`src/rtl/pipe_adder.sv`:
```
`default_nettype none
// ============================================================================
// Module      : pipe_adder
// Description : Pipelined two's-complement adder/subtractor with valid/ready
//               handshake. The WIDTH-bit carry-ripple add is cut into STAGES
//               slices of WIDTH/STAGES bits, one slice per register stage.
//               Produces sum, carry-out, signed overflow and zero flags.
// Ports       : clk        - clock, rising edge
//               rst_n      - asynchronous active-low reset
//               in_valid   - operand beat present
//               in_ready   - block accepts a beat this cycle
//               a, b       - operands (WIDTH bits)
//               sub        - 0: a+b, 1: a-b (a + ~b + 1)
//               out_valid  - result beat present
//               out_ready  - downstream accepts the result this cycle
//               sum        - result modulo 2^WIDTH
//               cout       - carry out of MSB (for sub: 1 = no borrow)
//               ovf        - signed overflow
//               zero       - sum == 0
// Revision    : 1.0 - initial release
// ============================================================================
module pipe_adder #(
    parameter int WIDTH  = 32,
    parameter int STAGES = 4
) (
    input  logic             clk,
    input  logic             rst_n,
    input  logic             in_valid,
    output logic             in_ready,
    input  logic [WIDTH-1:0] a,
    input  logic [WIDTH-1:0] b,
    input  logic             sub,
    output logic             out_valid,
    input  logic             out_ready,
    output logic [WIDTH-1:0] sum,
    output logic             cout,
    output logic             ovf,
    output logic             zero
);

    localparam int c_CHUNK = WIDTH / STAGES;

    logic [STAGES-1:0] r_v;
    logic [STAGES:0]   w_ready;

    // A stage may load when it is empty or its content is leaving; the
    // chain lets bubbles collapse while the output is stalled.
    always_comb begin
        w_ready         = '0;
        w_ready[STAGES] = out_ready;
        for (int k = STAGES - 1; k >= 0; k--) begin
            w_ready[k] = ~r_v[k] | w_ready[k+1];
        end
    end

    always_ff @(posedge clk or negedge rst_n) begin
        if (!rst_n) begin
            r_v <= '0;
        end else begin
            if (w_ready[0]) begin
                r_v[0] <= in_valid;
            end
            for (int k = 1; k < STAGES; k++) begin
                if (w_ready[k]) begin
                    r_v[k] <= r_v[k-1];
                end
            end
        end
    end

    assign in_ready  = w_ready[0];
    assign out_valid = r_v[STAGES-1];

    for (genvar k = 0; k < STAGES; k++) begin : g_stage
        localparam int c_LO = k * c_CHUNK;     // lowest bit of this slice
        localparam int c_BW = WIDTH - c_LO;    // b bits still pending here

        logic               w_v_up;
        logic [WIDTH-1:0]   w_sa_up;
        logic [c_BW-1:0]    w_b_up;
        logic               w_c_up;
        logic [c_CHUNK-1:0] w_a_sl;
        logic [c_CHUNK-1:0] w_b_sl;
        logic [c_CHUNK:0]   w_add;
        logic [WIDTH-1:0]   w_sa_nx;
        logic               w_load;

        // r_sa holds finished sum bits below the next slice and the
        // still-unprocessed bits of a above it, so no bit is carried twice.
        logic [WIDTH-1:0]   r_sa;
        logic               r_c;

        if (k == 0) begin : g_src_in
            assign w_v_up  = in_valid;
            assign w_sa_up = a;
            assign w_b_up  = b ^ {WIDTH{sub}};
            assign w_c_up  = sub;
        end else begin : g_src_prev
            assign w_v_up  = r_v[k-1];
            assign w_sa_up = g_stage[k-1].r_sa;
            assign w_b_up  = g_stage[k-1].g_bpass.r_b;
            assign w_c_up  = g_stage[k-1].r_c;
        end

        assign w_a_sl = w_sa_up[c_LO +: c_CHUNK];
        assign w_b_sl = w_b_up[c_CHUNK-1:0];
        assign w_add  = {1'b0, w_a_sl} + {1'b0, w_b_sl} + {{c_CHUNK{1'b0}}, w_c_up};
        assign w_load = w_v_up & w_ready[k];

        always_comb begin
            w_sa_nx                  = w_sa_up;
            w_sa_nx[c_LO +: c_CHUNK] = w_add[c_CHUNK-1:0];
        end

        always_ff @(posedge clk or negedge rst_n) begin
            if (!rst_n) begin
                r_sa <= '0;
                r_c  <= 1'b0;
            end else if (w_load) begin
                r_sa <= w_sa_nx;
                r_c  <= w_add[c_CHUNK];
            end
        end

        if (k < STAGES - 1) begin : g_bpass
            // Upper (already conditionally inverted) b slices still to add.
            logic [c_BW-c_CHUNK-1:0] r_b;

            always_ff @(posedge clk or negedge rst_n) begin
                if (!rst_n) begin
                    r_b <= '0;
                end else if (w_load) begin
                    r_b <= w_b_up[c_BW-1:c_CHUNK];
                end
            end
        end else begin : g_last
            logic w_cmsb;
            logic r_ovf;

            // Carry into the MSB recovered from the MSB sum bit and its inputs.
            assign w_cmsb = w_add[c_CHUNK-1] ^ w_a_sl[c_CHUNK-1] ^ w_b_sl[c_CHUNK-1];

            always_ff @(posedge clk or negedge rst_n) begin
                if (!rst_n) begin
                    r_ovf <= 1'b0;
                end else if (w_load) begin
                    r_ovf <= w_cmsb ^ w_add[c_CHUNK];
                end
            end

            assign sum  = r_sa;
            assign cout = r_c;
            assign ovf  = r_ovf;
            assign zero = (r_sa == '0);
        end
    end

endmodule
`default_nettype wire

```
`config.mk`:
```
export PLATFORM = sky130hd
export DESIGN_NAME = pipe_adder
export DESIGN_NICKNAME = d
export VERILOG_FILES = /design/src/rtl/pipe_adder.sv
export SDC_FILE = /design/constraint.sdc
export NUM_CORES = 1
export LEC_CHECK = 0
export ABC_AREA = 1
export CAP_MARGIN = 20
export CORE_MARGIN = 1
export CORE_UTILIZATION = 30
export DETAILED_ROUTE_END_ITERATION = 6
export MAX_ROUTING_LAYER = met4
export PLACE_DENSITY = 0.5
export SLEW_MARGIN = 30
export SYNTH_ARGS = -nofsm -noshare
export SYNTH_HDL_FRONTEND = slang
export SYNTH_SLANG_ARGS = --single-unit
```
`constraint.sdc`:
```
create_clock -name clk -period 2.3 [get_ports clk]
set_input_delay 0.46 -clock clk [delete_from_list [all_inputs] [get_ports clk]]
set_output_delay 0.46 -clock clk [all_outputs]
set_load 0.03 [all_outputs]
```
==> results.yml <==
outcome:
  status: "completed"
floorplan:
  fp.dieW_microns: 172.2
  fp.dieArea_sq_um: 29670
  rows: 61
  initial_core_util: 0.3087
  pin_count: 106
  die_h_microns: 172.2
  coreArea_sq_um: 28160
route:
  post_drt_wl_per_cell_microns: 12.71
  ant_nets: 0
  vias_per_cell: 4.259
  dr.pass1.iters: 4
  finalWirelength_microns: 18670
  drtIter0Drc: 342
  vias: 6256
  drc: 0
global_routing:
  overflow: 0
  antenna_found_initial: 0
  grt_max_degree: 65
  grt.total_usage: 0.1406
  first_global_vias: 6008
  grt_pass1_wl_microns: 31440
cells_and_area:
  n_antenna_cell: 0
  layout-drive-gt1-share: 0.09991
  area_delta_synth_final_pct: 24.31
  postLayoutCellArea_sq_um: 10810
  nets: 1183
  post-route-util: 0.3838
critical_path:
  worst-r2r-cell-count: 10
  setup.worst_path.class: "flip-flop to output port"
  worstSetupEndpoint: "zero"
  rrSetupSlack_ns: 0.17
  regToRegEndpoint: "sum[30]"
  cp.required_ns: 1.84
  critPathLaunchType: "flip-flop"
  critPathCaptureType: "output port"
  path_max_fanout: 3
  crit_arrival_ns: 1.81
  cp-startpoint: "sum[16]"
  reg2reg_from: "g_stage[2].r_sa[24]"
clocking:
  clkTransAtPathRegs_ns: 0.07
  cts_tree: "yes"
  cts.sinks: 185
  cts-buffers-inserted: 17
  clock-root-buffer: "clkbuf_16"
  clock_path_buffers: 2
  htreeDepth: 4
  clk-insertion-delay-late_ns: 0.43
timing:
  tns_ns: 0
  clock_skew_ns: 0.008884
  maxSlewHeadroom: 0.5853
  grt_setup_unrepaired: "true"
  min_period_over_period: 0.9888
  finalMaxSlewViolations: 0
  hold_viol_final: 0
  whs_ns: 0.4729
  tightestPinTransition_ns: 0.6212
  max_freq_ghz: 0.4397
  period_minus_slack_ns: 2.274
  setup_viol: 0
power_and_ir_drop:
  leakage_nw: 5.185
  peakVddDrop_uv: 587.3
  power_density_nw_per_um2: 1217
  comb_power_share: 0.385
  pwr-share-clk: 0.221
  total_power_w: 0.01315
  swShare: 0.3831
  p_seq_frac: 0.394
  p_int_w: 0.008113
  switchingPower_w: 0.005038
placement:
  dp_hpwl_microns: 13560
  gp_congestion: 0.7439
  portBuffers: 105
  place_area_sq_um: 10200
synth:
  synthArstFlopShare: 1.000
  syn_area_sq_um: 8695
  synth-seq-cells: 185
  syn_inst: 968
  synth_top_area_share: 0.5325
  syn_avg_cell_area_sq_um: 8.982
  synthesis.nets: 1072
  synthTopCellsByArea: "dfrtp_1 (53%), nand2_1 (16%), ha_1 (4.0%)"
  ys_seq_area_frac: 0.5325
  synth_warnings: 0
  ys_types: 33
  synth_top_area_cell: "dfrtp_1"
  synth_ff_type: "dfrtp_1"
  synth-edff-count: 0
job:
  drv_cap: 0
worst_hold_path:
  whs_path_depth: 2
  hp-class: "flip-flop to flip-flop"
==> what timing repair did <==
item                       4_1_cts  5_1_grt
gates resized for setup          1        2
pin swaps                        0        1
hold buffers                     1        0
buffers inserted                 0        0
gates cloned                     0        0
setup endpoints to repair        1        2
hold endpoints to repair         1        0
==> flip-flops by register name (all words and copies together), names as in the netlist <==
signal,cells
cout,1
g_stage.g_bpass.r_b,48
ovf,1
g_stage.r_c,3
r_v,4
sum,32
g_stage.r_sa,96
==> worst max-delay path, cell delays in order, from the launching register on <==
cell and delay [ns]:
dfrtp_1 0.40, or4_4 0.55, nor4_4 0.27, buf_12 0.16
==> synthesized netlist by cell type, drive strengths merged, types with 8 or more instances <==
cell and count:
clkbuf 8, dfrtp 185, inv 68, nand2 379
a21oi 26, nor2 29, nand3 21, xnor2 32
ha 28, o21ai 108, xor2 10, buf 33
==> power groups by stage <==
stage	Sequential [W]	Combinational (W)	Clock [W]
floorplan	0.00554	0.00305	0
finish	0.00518	0.00506	0.00291
global placement	0.00521	0.00505	0
CTS	0.00519	0.00514	0.00300
global route	0.00534	0.00580	0.00314
detailed placement	0.00524	0.00510	0
==> stage by stage <==
stage	setup slack, ns	std cells
CTS	0.01356	1469
detailed placement	-0.04776	1437
global placement	-0.01769	1437
global route	-0.03960	1469
finish	0.02570	1469
floorplan	0.1731	968
==> kinds of logic after synthesis <==
kind of cell	count (synthesis)	synth area share
AOI/OAI and AO/OA	146	0.09469
and+or+nand+nor	451	0.2114
adders and majority gates	35	0.05641
buffers and inverters	109	0.06274
xor gates and xnor gates	42	0.04231
DFF	185	0.5325
==> metal layers <==
metal	track usage	routed length (microns)
met3	0.02449	515
met2	0.1916	7585
met1	0.2094	10360
met4	0.04271	206
met5	-	0
==> layout make-up <==
cell class	instances	area, sq um
well taps	378	473.0
flip-flops and latches	185	4629
repair buffers	133	1330
clock buffers	20	456.7
inverters	68	255.2
multi-input cells	674	3542
fillers	2880	17360
clock inverters	11	121.4
==> cells in the final DEF, fill, tap and decap left out, types with 6 or more instances in the layout <==
cell	n
nand4_1	7
ha_1	28
clkdlybuf4s50_1	101
buf_12	6
buf_4	23
fa_1	7
clkbuf_16	17
o21ai_1	29
nand2_1	365
nand2_2	12
inv_1	64
nand3_1	21
dfrtp_1	185
nor2_1	27
a21oi_1	25
o21ai_2	19
xnor2_1	32
o21ai_0	60
xor2_1	10
==> worst min path at each step <==
stage                               startpoint                    endpoint  slack, ns
detailed placement  g_stage[0].g_bpass.r_b[22]  g_stage[1].g_bpass.r_b[14]       0.46
CTS                 g_stage[0].g_bpass.r_b[22]  g_stage[1].g_bpass.r_b[14]       0.48
finish              g_stage[0].g_bpass.r_b[22]  g_stage[1].g_bpass.r_b[14]       0.47
floorplan                                rst_n                        cout       0.16
global route         g_stage[1].g_bpass.r_b[9]   g_stage[2].g_bpass.r_b[1]       0.50
global placement                         rst_n   g_stage[1].g_bpass.r_b[0]       0.46
Note: power is estimated with default switching activity, not from simulation.
